--- src/rtl/traffic_pkg.sv ---
// Shared types and constants for the intersection phase controller.
// Optional NIGHT_FLASH_EN adds the FLASH phase encoding.
package traffic_pkg;
  localparam int TMR_W = 6;

  localparam logic [1:0] LED_RED    = 2'b00;
  localparam logic [1:0] LED_GREEN  = 2'b01;
  localparam logic [1:0] LED_YELLOW = 2'b10;
  localparam logic [1:0] LED_OFF    = 2'b11;

  typedef enum logic [2:0] {
    NS_G = 3'd0,
    NS_Y = 3'd1,
    AR_A = 3'd2,
    EW_G = 3'd3,
    EW_Y = 3'd4,
    AR_B = 3'd5
`ifdef NIGHT_FLASH_EN
    , FLASH = 3'd6
`endif
  } phase_e;

  // {ns, ew} lamp pair for the normal phases; anything else is all-red
  function automatic logic [3:0] lamp_map(phase_e s);
    case (s)
      NS_G:    return {LED_GREEN, LED_RED};
      NS_Y:    return {LED_YELLOW, LED_RED};
      EW_G:    return {LED_RED, LED_GREEN};
      EW_Y:    return {LED_RED, LED_YELLOW};
      default: return {LED_RED, LED_RED};
    endcase
  endfunction
endpackage

--- src/rtl/intersection_phase_ctrl_if.sv ---
// Control/status bundle between the intersection controller and its environment.
// night_mode exists only when NIGHT_FLASH_EN is defined.
interface intersection_phase_ctrl_if;
  import traffic_pkg::*;
  logic             tick;
  logic             ped_req;
`ifdef NIGHT_FLASH_EN
  logic             night_mode;
`endif
  logic [1:0]       led_ns;
  logic [1:0]       led_ew;
  logic [TMR_W-1:0] timer_value;
  logic             ped_ack;

  modport master (
`ifdef NIGHT_FLASH_EN
    output night_mode,
`endif
    output tick, ped_req,
    input  led_ns, led_ew, timer_value, ped_ack
  );

  modport slave (
`ifdef NIGHT_FLASH_EN
    input  night_mode,
`endif
    input  tick, ped_req,
    output led_ns, led_ew, timer_value, ped_ack
  );
endinterface

--- src/rtl/intersection_phase_ctrl_timer.sv ---
// Phase down-counter: load wins, otherwise decrement on tick until zero.
// expire flags the tick that arrives while the count is already zero.
module phase_timer
  import traffic_pkg::*;
#(
  parameter logic [TMR_W-1:0] RST_VAL = '0
) (
  input  logic             clk,
  input  logic             rst_n,
  input  logic             load,
  input  logic [TMR_W-1:0] load_val,
  input  logic             tick,
  output logic [TMR_W-1:0] count,
  output logic             expire
);
  always_ff @(posedge clk or negedge rst_n) begin
    if (!rst_n)                  count <= RST_VAL;
    else if (load)               count <= load_val;
    else if (tick && count != 0) count <= count - TMR_W'(1);
  end

  assign expire = tick & (count == '0);
endmodule

--- src/rtl/intersection_phase_ctrl.sv ---
// Two-road intersection sequencer with pedestrian green truncation.
// Define NIGHT_FLASH_EN to add night_mode and the flashing-yellow FLASH phase.
module intersection_phase_ctrl
  import traffic_pkg::*;
#(
  parameter int G_NS    = 15,
  parameter int G_EW    = 12,
  parameter int Y_TIME  = 3,
  parameter int RED_CLR = 2,
  parameter int MIN_G   = 5
) (
  input  logic                       clk,
  input  logic                       rst_n,
  intersection_phase_ctrl_if.slave   bus
);
  localparam logic [TMR_W-1:0] GNS_LD = TMR_W'(G_NS - 1);
  localparam logic [TMR_W-1:0] GEW_LD = TMR_W'(G_EW - 1);
  localparam logic [TMR_W-1:0] Y_LD   = TMR_W'(Y_TIME - 1);
  localparam logic [TMR_W-1:0] RED_LD = TMR_W'(RED_CLR - 1);
  localparam logic [TMR_W-1:0] MIN_LD = TMR_W'(MIN_G - 1);

  phase_e           state, state_nx;
  logic             load, expire, ped_pend, ar_entry;
  logic [TMR_W-1:0] load_val, count;
  logic [3:0]       lamp_nx;

  phase_timer #(.RST_VAL(RED_LD)) u_timer (
    .clk(clk), .rst_n(rst_n), .load(load), .load_val(load_val),
    .tick(bus.tick), .count(count), .expire(expire)
  );

  assign bus.timer_value = count;
  assign ar_entry = (state_nx != state) && (state_nx == AR_A || state_nx == AR_B);

  always_comb begin
    state_nx = state;
    load     = 1'b0;
    load_val = '0;
    case (state)
      NS_G: if (expire) begin
              state_nx = NS_Y; load = 1'b1; load_val = Y_LD;
            end else if (ped_pend && count > MIN_LD) begin
              load = 1'b1; load_val = MIN_LD;
            end
      NS_Y: if (expire) begin state_nx = AR_A; load = 1'b1; load_val = RED_LD; end
      AR_A: if (expire) begin
`ifdef NIGHT_FLASH_EN
              if (bus.night_mode) state_nx = FLASH; else
`endif
              begin state_nx = EW_G; load = 1'b1; load_val = GEW_LD; end
            end
      EW_G: if (expire) begin
              state_nx = EW_Y; load = 1'b1; load_val = Y_LD;
            end else if (ped_pend && count > MIN_LD) begin
              load = 1'b1; load_val = MIN_LD;
            end
      EW_Y: if (expire) begin state_nx = AR_B; load = 1'b1; load_val = RED_LD; end
      AR_B: if (expire) begin
`ifdef NIGHT_FLASH_EN
              if (bus.night_mode) state_nx = FLASH; else
`endif
              begin state_nx = NS_G; load = 1'b1; load_val = GNS_LD; end
            end
`ifdef NIGHT_FLASH_EN
      // counter is already zero on entry and a tick at zero never decrements
      FLASH: if (!bus.night_mode) begin state_nx = AR_B; load = 1'b1; load_val = RED_LD; end
`endif
      default: begin state_nx = AR_B; load = 1'b1; load_val = RED_LD; end
    endcase
  end

  always_comb begin
    lamp_nx = lamp_map(state_nx);
`ifdef NIGHT_FLASH_EN
    if (state_nx == FLASH) begin
      if (state != FLASH)  lamp_nx = {LED_YELLOW, LED_YELLOW};
      else if (bus.tick)   lamp_nx = {bus.led_ns ^ 2'b01, bus.led_ew ^ 2'b01};
      else                 lamp_nx = {bus.led_ns, bus.led_ew};
    end
`endif
  end

  // a request landing in the serving cycle stays pending for the next green
  always_ff @(posedge clk or negedge rst_n) begin
    if (!rst_n) begin
      state       <= AR_B;
      ped_pend    <= 1'b0;
      bus.ped_ack <= 1'b0;
      bus.led_ns  <= LED_RED;
      bus.led_ew  <= LED_RED;
    end else begin
      state       <= state_nx;
      ped_pend    <= bus.ped_req | (ped_pend & ~ar_entry);
      bus.ped_ack <= ar_entry & ped_pend;
      bus.led_ns  <= lamp_nx[3:2];
      bus.led_ew  <= lamp_nx[1:0];
    end
  end
endmodule

--- src/flat_wrapper.sv ---
// flat-port wrapper written by rule: the top's interface ports become plain ports
module intersection_phase_ctrl_flat import traffic_pkg::*;
#(
  parameter int G_NS    = 15,
  parameter int G_EW    = 12,
  parameter int Y_TIME  = 3,
  parameter int RED_CLR = 2,
  parameter int MIN_G   = 5
)
  (clk, rst_n, bus_tick, bus_ped_req, bus_led_ns, bus_led_ew, bus_timer_value, bus_ped_ack);
  intersection_phase_ctrl_if bus_i ();
  input  logic clk;
  input  logic rst_n;
  input wire logic [$bits(bus_i.tick)-1:0] bus_tick;
  input wire logic [$bits(bus_i.ped_req)-1:0] bus_ped_req;
  output wire logic [$bits(bus_i.led_ns)-1:0] bus_led_ns;
  output wire logic [$bits(bus_i.led_ew)-1:0] bus_led_ew;
  output wire logic [$bits(bus_i.timer_value)-1:0] bus_timer_value;
  output wire logic [$bits(bus_i.ped_ack)-1:0] bus_ped_ack;
  assign bus_i.tick = bus_tick;
  assign bus_i.ped_req = bus_ped_req;
  assign bus_led_ns = bus_i.led_ns;
  assign bus_led_ew = bus_i.led_ew;
  assign bus_timer_value = bus_i.timer_value;
  assign bus_ped_ack = bus_i.ped_ack;
  intersection_phase_ctrl #(.G_NS(G_NS), .G_EW(G_EW), .Y_TIME(Y_TIME), .RED_CLR(RED_CLR), .MIN_G(MIN_G)) u_core (.clk(clk), .rst_n(rst_n), .bus(bus_i));
endmodule
--- config.mk ---
export PLATFORM = sky130hd
export DESIGN_NAME = intersection_phase_ctrl_flat
export DESIGN_NICKNAME = d
export VERILOG_FILES = /design/src/rtl/traffic_pkg.sv /design/src/rtl/intersection_phase_ctrl_if.sv /design/src/rtl/intersection_phase_ctrl_timer.sv /design/src/rtl/intersection_phase_ctrl.sv /design/src/flat_wrapper.sv
export SDC_FILE = /design/constraint.sdc
export NUM_CORES = 1
export LEC_CHECK = 0
export CAP_MARGIN = 10
export CORE_MARGIN = 2
export CORE_UTILIZATION = 51
export CTS_CLUSTER_SIZE = 10
export DETAILED_ROUTE_END_ITERATION = 8
export GPL_TIMING_DRIVEN = 0
export HOLD_SLACK_MARGIN = 0.06
export PLACE_DENSITY = 0.74
export SYNTH_ARGS = -nofsm -noshare
export SYNTH_HDL_FRONTEND = slang
export SYNTH_SLANG_ARGS = --single-unit
--- constraint.sdc ---
create_clock -name clk -period 2.5 [get_ports clk]
set_clock_uncertainty 0.1 [all_clocks]
set_input_delay 0.625 -clock clk [delete_from_list [all_inputs] [get_ports clk]]
set_output_delay 0.625 -clock clk [all_outputs]
set_load 0.01 [all_outputs]
## Word level (Yosys, flattened, before mapping)

Cells that the tools add are included.

- Flip-flop bits (word level): 15
- Bits of input ports: 4
- Output and inout port bits: 11
- Logic and storage cells: 56

- $add $sub $neg: 1
- $lt $le $gt $ge: 1
- Eq/ne operators: 11
- Multiplexer cells: 20
- Bitwise operators: 5
- Reduce and logical (&&, ||, !) cells: 12

Operators with widths:

| kind | count |
|---|---|
| 6-bit case mux with 4 select lines | 1 |
| 3-bit 2-to-1 mux | 7 |
| 6-bit 2-to-1 mux | 3 |
| 3-bit case mux with 6 select lines | 1 |
| 4-bit case mux with 4 select lines | 1 |
| 3-bit by 2-bit equality test with 1-bit output, second input constant | 4 |
| 3-bit equality test, second input constant | 4 |
| 4-bit 2-to-1 mux | 2 |
| 3-bit by 1-bit equality test with 1-bit output, second input constant | 2 |
| 6-bit by 3-bit greater-than comparator with 1-bit output, second input constant | 1 |
| 3-bit zero test | 2 |
| 6-bit zero test | 1 |
| 6-bit nonzero test | 1 |
| 6-bit by 1-bit subtractor with 6-bit output, second input constant | 1 |
| 1-bit 2-to-1 mux | 4 |
| 2-bit OR reduction | 2 |
| 4-bit OR reduction | 1 |
| 1-bit AND | 3 |
| 1-bit logical AND | 3 |
| 3-bit inequality test | 1 |
| 1-bit case mux with 2 select lines | 1 |
| 2-bit nonzero test | 1 |
| 1-bit logical OR | 1 |
| 1-bit NOT | 1 |
| 1-bit bitwise OR | 1 |

## Longest topological paths before layout

Gate-level depths: netlist of the first run.

- Depth after elaboration: 10
- Mapped depth: 7
- Mapped depth without buffers: 7

## By module

Synthesis of the first run repeated with hierarchy kept, for this count alone.

- Cells, all modules: 95
- Area, all modules: 965.9 µm²

By module, submodules not included:

| module | instances | cells each | area an instance (µm²) | seq. area each (µm²) |
|---|---|---|---|---|
| intersection_phase_ctrl | 1 | 47 | 533.0 | 227.7 |
| phase_timer | 1 | 48 | 432.9 | 151.4 |

## Least setup slack after synthesis of the first run

No wires, ideal clock.

- Path type: flip-flop to flip-flop
- From: register u_core.u_timer.count[0]
- To: register u_core.u_timer.count[2]
- Setup time: 127 ps
- Arrival time: 1,742 ps
- Required time: 2,273 ps
- Path slack: 531 ps
- Cell stages (with the launch flop): 8
- Path buffers: 0
- Period minus slack after synthesis: 1,969 ps
- Path through: dfstp_2 > inv_1 > ha_1 > and2b_1 > o311ai_4 > nand4_2 > a31oi_1 > o32a_2

- Longest elaborated chain between the ends: 6
- Elaborated cells on any way between the ends: 18
- Classes of those cells: add/sub (1); order compare (1); mux (10); bitwise (1); reduce/logical (5)

Ends and longest elaborated chain:

| element | RTL line | source |
|---|---|---|
| start: declaration | intersection_phase_ctrl_timer.sv:13 | `output logic [TMR_W-1:0] count,` |
| start signal: assignment | intersection_phase_ctrl_timer.sv:18 | `else if (load) count <= load_val;` |
| start signal: assignment | intersection_phase_ctrl_timer.sv:19 | `else if (tick && count != 0) count <= count - TMR_W'(1);` |
| 6-bit by 3-bit greater-than comparator with 1-bit output | intersection_phase_ctrl.sv:42, intersection_phase_ctrl.sv:54 |  |
| 1-bit logical AND | intersection_phase_ctrl.sv:42, intersection_phase_ctrl.sv:54 |  |
| 3-bit 2-to-1 mux / 1-bit 2-to-1 mux (equally long branches) | intersection_phase_ctrl.sv:42, intersection_phase_ctrl.sv:54 |  |
| 6-bit 2-to-1 mux / 1-bit 2-to-1 mux (equally long branches) | intersection_phase_ctrl.sv:52 | `EW_G: if (expire) begin` |
| 6-bit case mux with 4 select lines / 1-bit case mux with 2 select lines (equally long branches) | intersection_phase_ctrl.sv:39 | `case (state)` |
| 6-bit 2-to-1 mux / 2-bit nonzero test (equally long branches) | - |  |

Parallel ways exist; a longest one is shown, timed or not. The select of a mux whose other input is x is not followed.
A chain may end at the register's enable or synchronous reset.

## Worst setup path in the final report of the first run

- From: register u_core.u_timer.count[3]
- To: output port bus_timer_value[3]

RTL lines:

| element | RTL line | source |
|---|---|---|
| end: declaration | flat_wrapper.sv:18 | `output wire logic [$bits(bus_i.timer_value)-1:0] bus_timer_value;` |

No word-level cell between the ends.

==> out/qor.csv, run 1 <==
metric;value;unit
Max Cap Viol;0;
delay-heaviest family, CP;buffers and inverters;
multiplexer area fraction after synthesis;2.36;%
via count;787;
mean post-synth cell area;9.40;um^2
Inst Count DP;127;
Period Utilization, post-route;86.3;%
CP startpoint kind;register;
setup bufs post-CTS;0;
M1 GR Usage;27.1;%
CP bufs+invs;1;
commonest cells after routing, fill and taps aside;14 x clkdlybuf4s50_1, 12 x dfrtp_1, 11 x nor2_1;
run status;complete, no violations;
GRT Overall Usage;21.9;%
Final setup viols;0;
gr ovfl total;0;
critical path peak fanout;8;
Max rail drop VDD;0.000704;V
post-synthesis adder-cell area fraction;2.77;%
crit path kind;register to output port;
number of fill cells;149;
die width;46.1;um
H-tree Lvls;1;
cells after synthesis;96;
Post-Synth XOR/XNOR Area;5.83;%
register area share after synthesis;42.0;%
die area;0.00212;mm^2
clock slew at reported path FFs;0.09;ns
Non-Filler Instances;131;
Num CTS Buffers;3;
Slowest cell on crit path;clkdlybuf4s50_1;
Final Hold Fails;0;
I/O Pins;15;
minimum clock period;2.16;ns
antenna violations before repair;0;
Residual DRC;0;
#FFs+latches synth;15;
worst path arrival time;1.43;ns
TritonCTS Sinks;15;
gpl congestion;0.788;
delay of the slowest cell on the worst path;0.60;ns
Design Area, Final;0.00109;mm^2
post-synthesis compound-gate area fraction;18.9;%
PwrDens;1260;mW/mm^2
layout cell share with drive strength beyond 1;14.9;%
Hold Buf Count CTS;0;
Critical Path RT;1.77;ns
placed cell areas;0.00106;mm^2
critical path, cell by cell;clkdlybuf4s50_1;
met2 usage;34.2;%
vias per cell;6.01;
Avg WL per Cell;15.2;um
area delta synth->final;20.8;%
final wirelength;1990;um
Synth Area in Simple Gates;24.0;%
GRT busiest layer;met2;
RSZ-0062 raised after global routing;no;
largest family of logic cells by synthesized area;simple AND/OR/NAND/NOR gates;
clock buffer depth;2;
Root Buffer;clkbuf_4;
# nets final;121;
initial core utilization;53.4;%
Detailed Routing Iterations Pass 1;4;
fin util;64.5;%
initial DRC count;20;
Detail Route Antenna Nets;0;
commonest non-fill, non-tap cell in the layout;clkdlybuf4s50_1;
setup TNS;0;ns
clk_lat worst skew;0.28;ns
Max Slew Vio Count;0;
Chip Height;46.1;um
core area;0.00169;mm^2
Tot Pwr;1.37;mW
leakage dissipation;0.455;nW
vias in the first global route;774;
post-DP HPWL;1400;um
Slew @ Worst Pin;0.676;ns
Max-Slew Margin vs Limit;54.8;%
first-pass GRT wire length;3290;um
Resized cells post-CTS;0;
largest net degree at the start of global routing;16;
CTS tree;yes;
# rows;15;
met3 usage;4.71;%
synth warn;0;
IO buf count;14;
Diodes inserted;0;
syn nets;102;
FMAX;464;MHz
count of different cell masters after synthesis;36;
post-synthesis cell area;902;um^2
Setup crit end kind;output port;
Hold Path Class;register to register;
-- registers in the layout (all words and copies together) (netlist names) --
signal	cells
u_core.bus.ped_ack	1
u_core.ped_pend	1
u_core.bus.led_ew	2
u_core.u_timer.count	6
u_core.state	3
u_core.bus.led_ns	2
-- cell families (layout without fill, tap and decap cells) --
family,Yosys count,after routing
simple gates,41,41
compound gates,21,21
flops,15,15
buf+inv,9,27
xor+xnor,6,6
fa+ha+maj,2,2
mux,2,2
-- synthesized netlist by cell type --
library cell | count | area, um^2
a21o_1 | 1 | 7.51
a21oi_1 | 5 | 25.0
a221oi_1 | 2 | 17.5
a31o_2 | 1 | 8.76
a31oi_1 | 2 | 12.5
a32oi_1 | 1 | 8.76
and2b_1 | 1 | 7.51
and3_1 | 2 | 12.5
and4_1 | 1 | 8.76
buf_2 | 3 | 15.0
clkbuf_1 | 2 | 7.51
dfrtp_1 | 12 | 300
dfstp_2 | 3 | 78.8
ha_1 | 2 | 25.0
inv_1 | 4 | 15.0
mux2_2 | 1 | 11.3
mux2i_1 | 1 | 10.0
nand2_1 | 10 | 37.5
nand2b_1 | 1 | 6.26
nand3_1 | 3 | 15.0
nand4_2 | 2 | 25.0
nor2_1 | 11 | 41.3
nor2b_1 | 3 | 18.8
nor3_1 | 4 | 20.0
nor3b_1 | 2 | 15.0
o211ai_1 | 2 | 15.0
o21ai_0 | 1 | 5.00
o21ai_2 | 1 | 8.76
o21bai_1 | 1 | 7.51
o311ai_4 | 1 | 26.3
o31a_1 | 1 | 8.76
o31ai_1 | 1 | 7.51
o32a_2 | 1 | 11.3
or2_4 | 1 | 8.76
xnor2_1 | 3 | 26.3
xor2_1 | 3 | 26.3
-- worst reg2reg max path: stages, from the launching register on --
cell and delay [ns]:
dfstp_2 0.55, inv_1 0.07, ha_1 0.24, and2b_1 0.29, nor3_1 0.09, o211ai_1 0.31
o21ai_0 0.15, a221oi_1 0.24
-- final timing paths --
path                                         start  slack [ns]  cells past startpoint                 endpoint
max                        u_core.u_timer.count[3]        0.34                      1       bus_timer_value[3]
min                                u_core.ped_pend        0.46                      1          u_core.ped_pend
max reg2reg                u_core.u_timer.count[0]        0.37                      7  u_core.u_timer.count[3]
min reg2reg                        u_core.ped_pend        0.46                      1          u_core.ped_pend
max in group asynchronous                    rst_n        1.22                      1  u_core.u_timer.count[1]
min in group asynchronous                    rst_n        0.65                      1          u_core.state[1]
-- stage by stage --
step           hold WS [ns]  worst slack, ns
5_1_grt               0.495            0.200
3_5_place_dp          0.442            0.175
6_report              0.458            0.343
4_1_cts               0.466            0.347
2_1_floorplan         0.229            0.531
3_3_place_gp          0.436            0.212
-- layout make-up --
type | instances | area [um^2] | area share [%]
buffer | 5 | 22.5 | 2.07
tap | 17 | 21.3 | 1.95
clock buffer | 4 | 26.3 | 2.41
timing repair buffer | 14 | 140 | 12.9
multi-input combinational | 72 | 485 | 44.5
inverter | 4 | 15.0 | 1.38
sequential | 15 | 379 | 34.8
-- power breakdown --
part	switching (mW)	internal [mW]	total [mW]
clock	0.0759	0.0620	0.138
combinational	0.433	0.372	0.805
sequential	0.0776	0.351	0.429
total	0.587	0.785	1.37
-- per-layer routing --
metal / wire, um / share of wire (%)
met1: 899 / 45
met2: 978 / 49
met3: 70 / 3.5
met4: 40 / 2.0
met5: 0 / 0
(Power assumes the default switching activity.)
==> run 2, diff against run 1 <==
- HOLD_SLACK_MARGIN: 0.06 -> unset
==> results of run 2 <==
The final DEF is identical to that of run 1; final timing and power are the same.
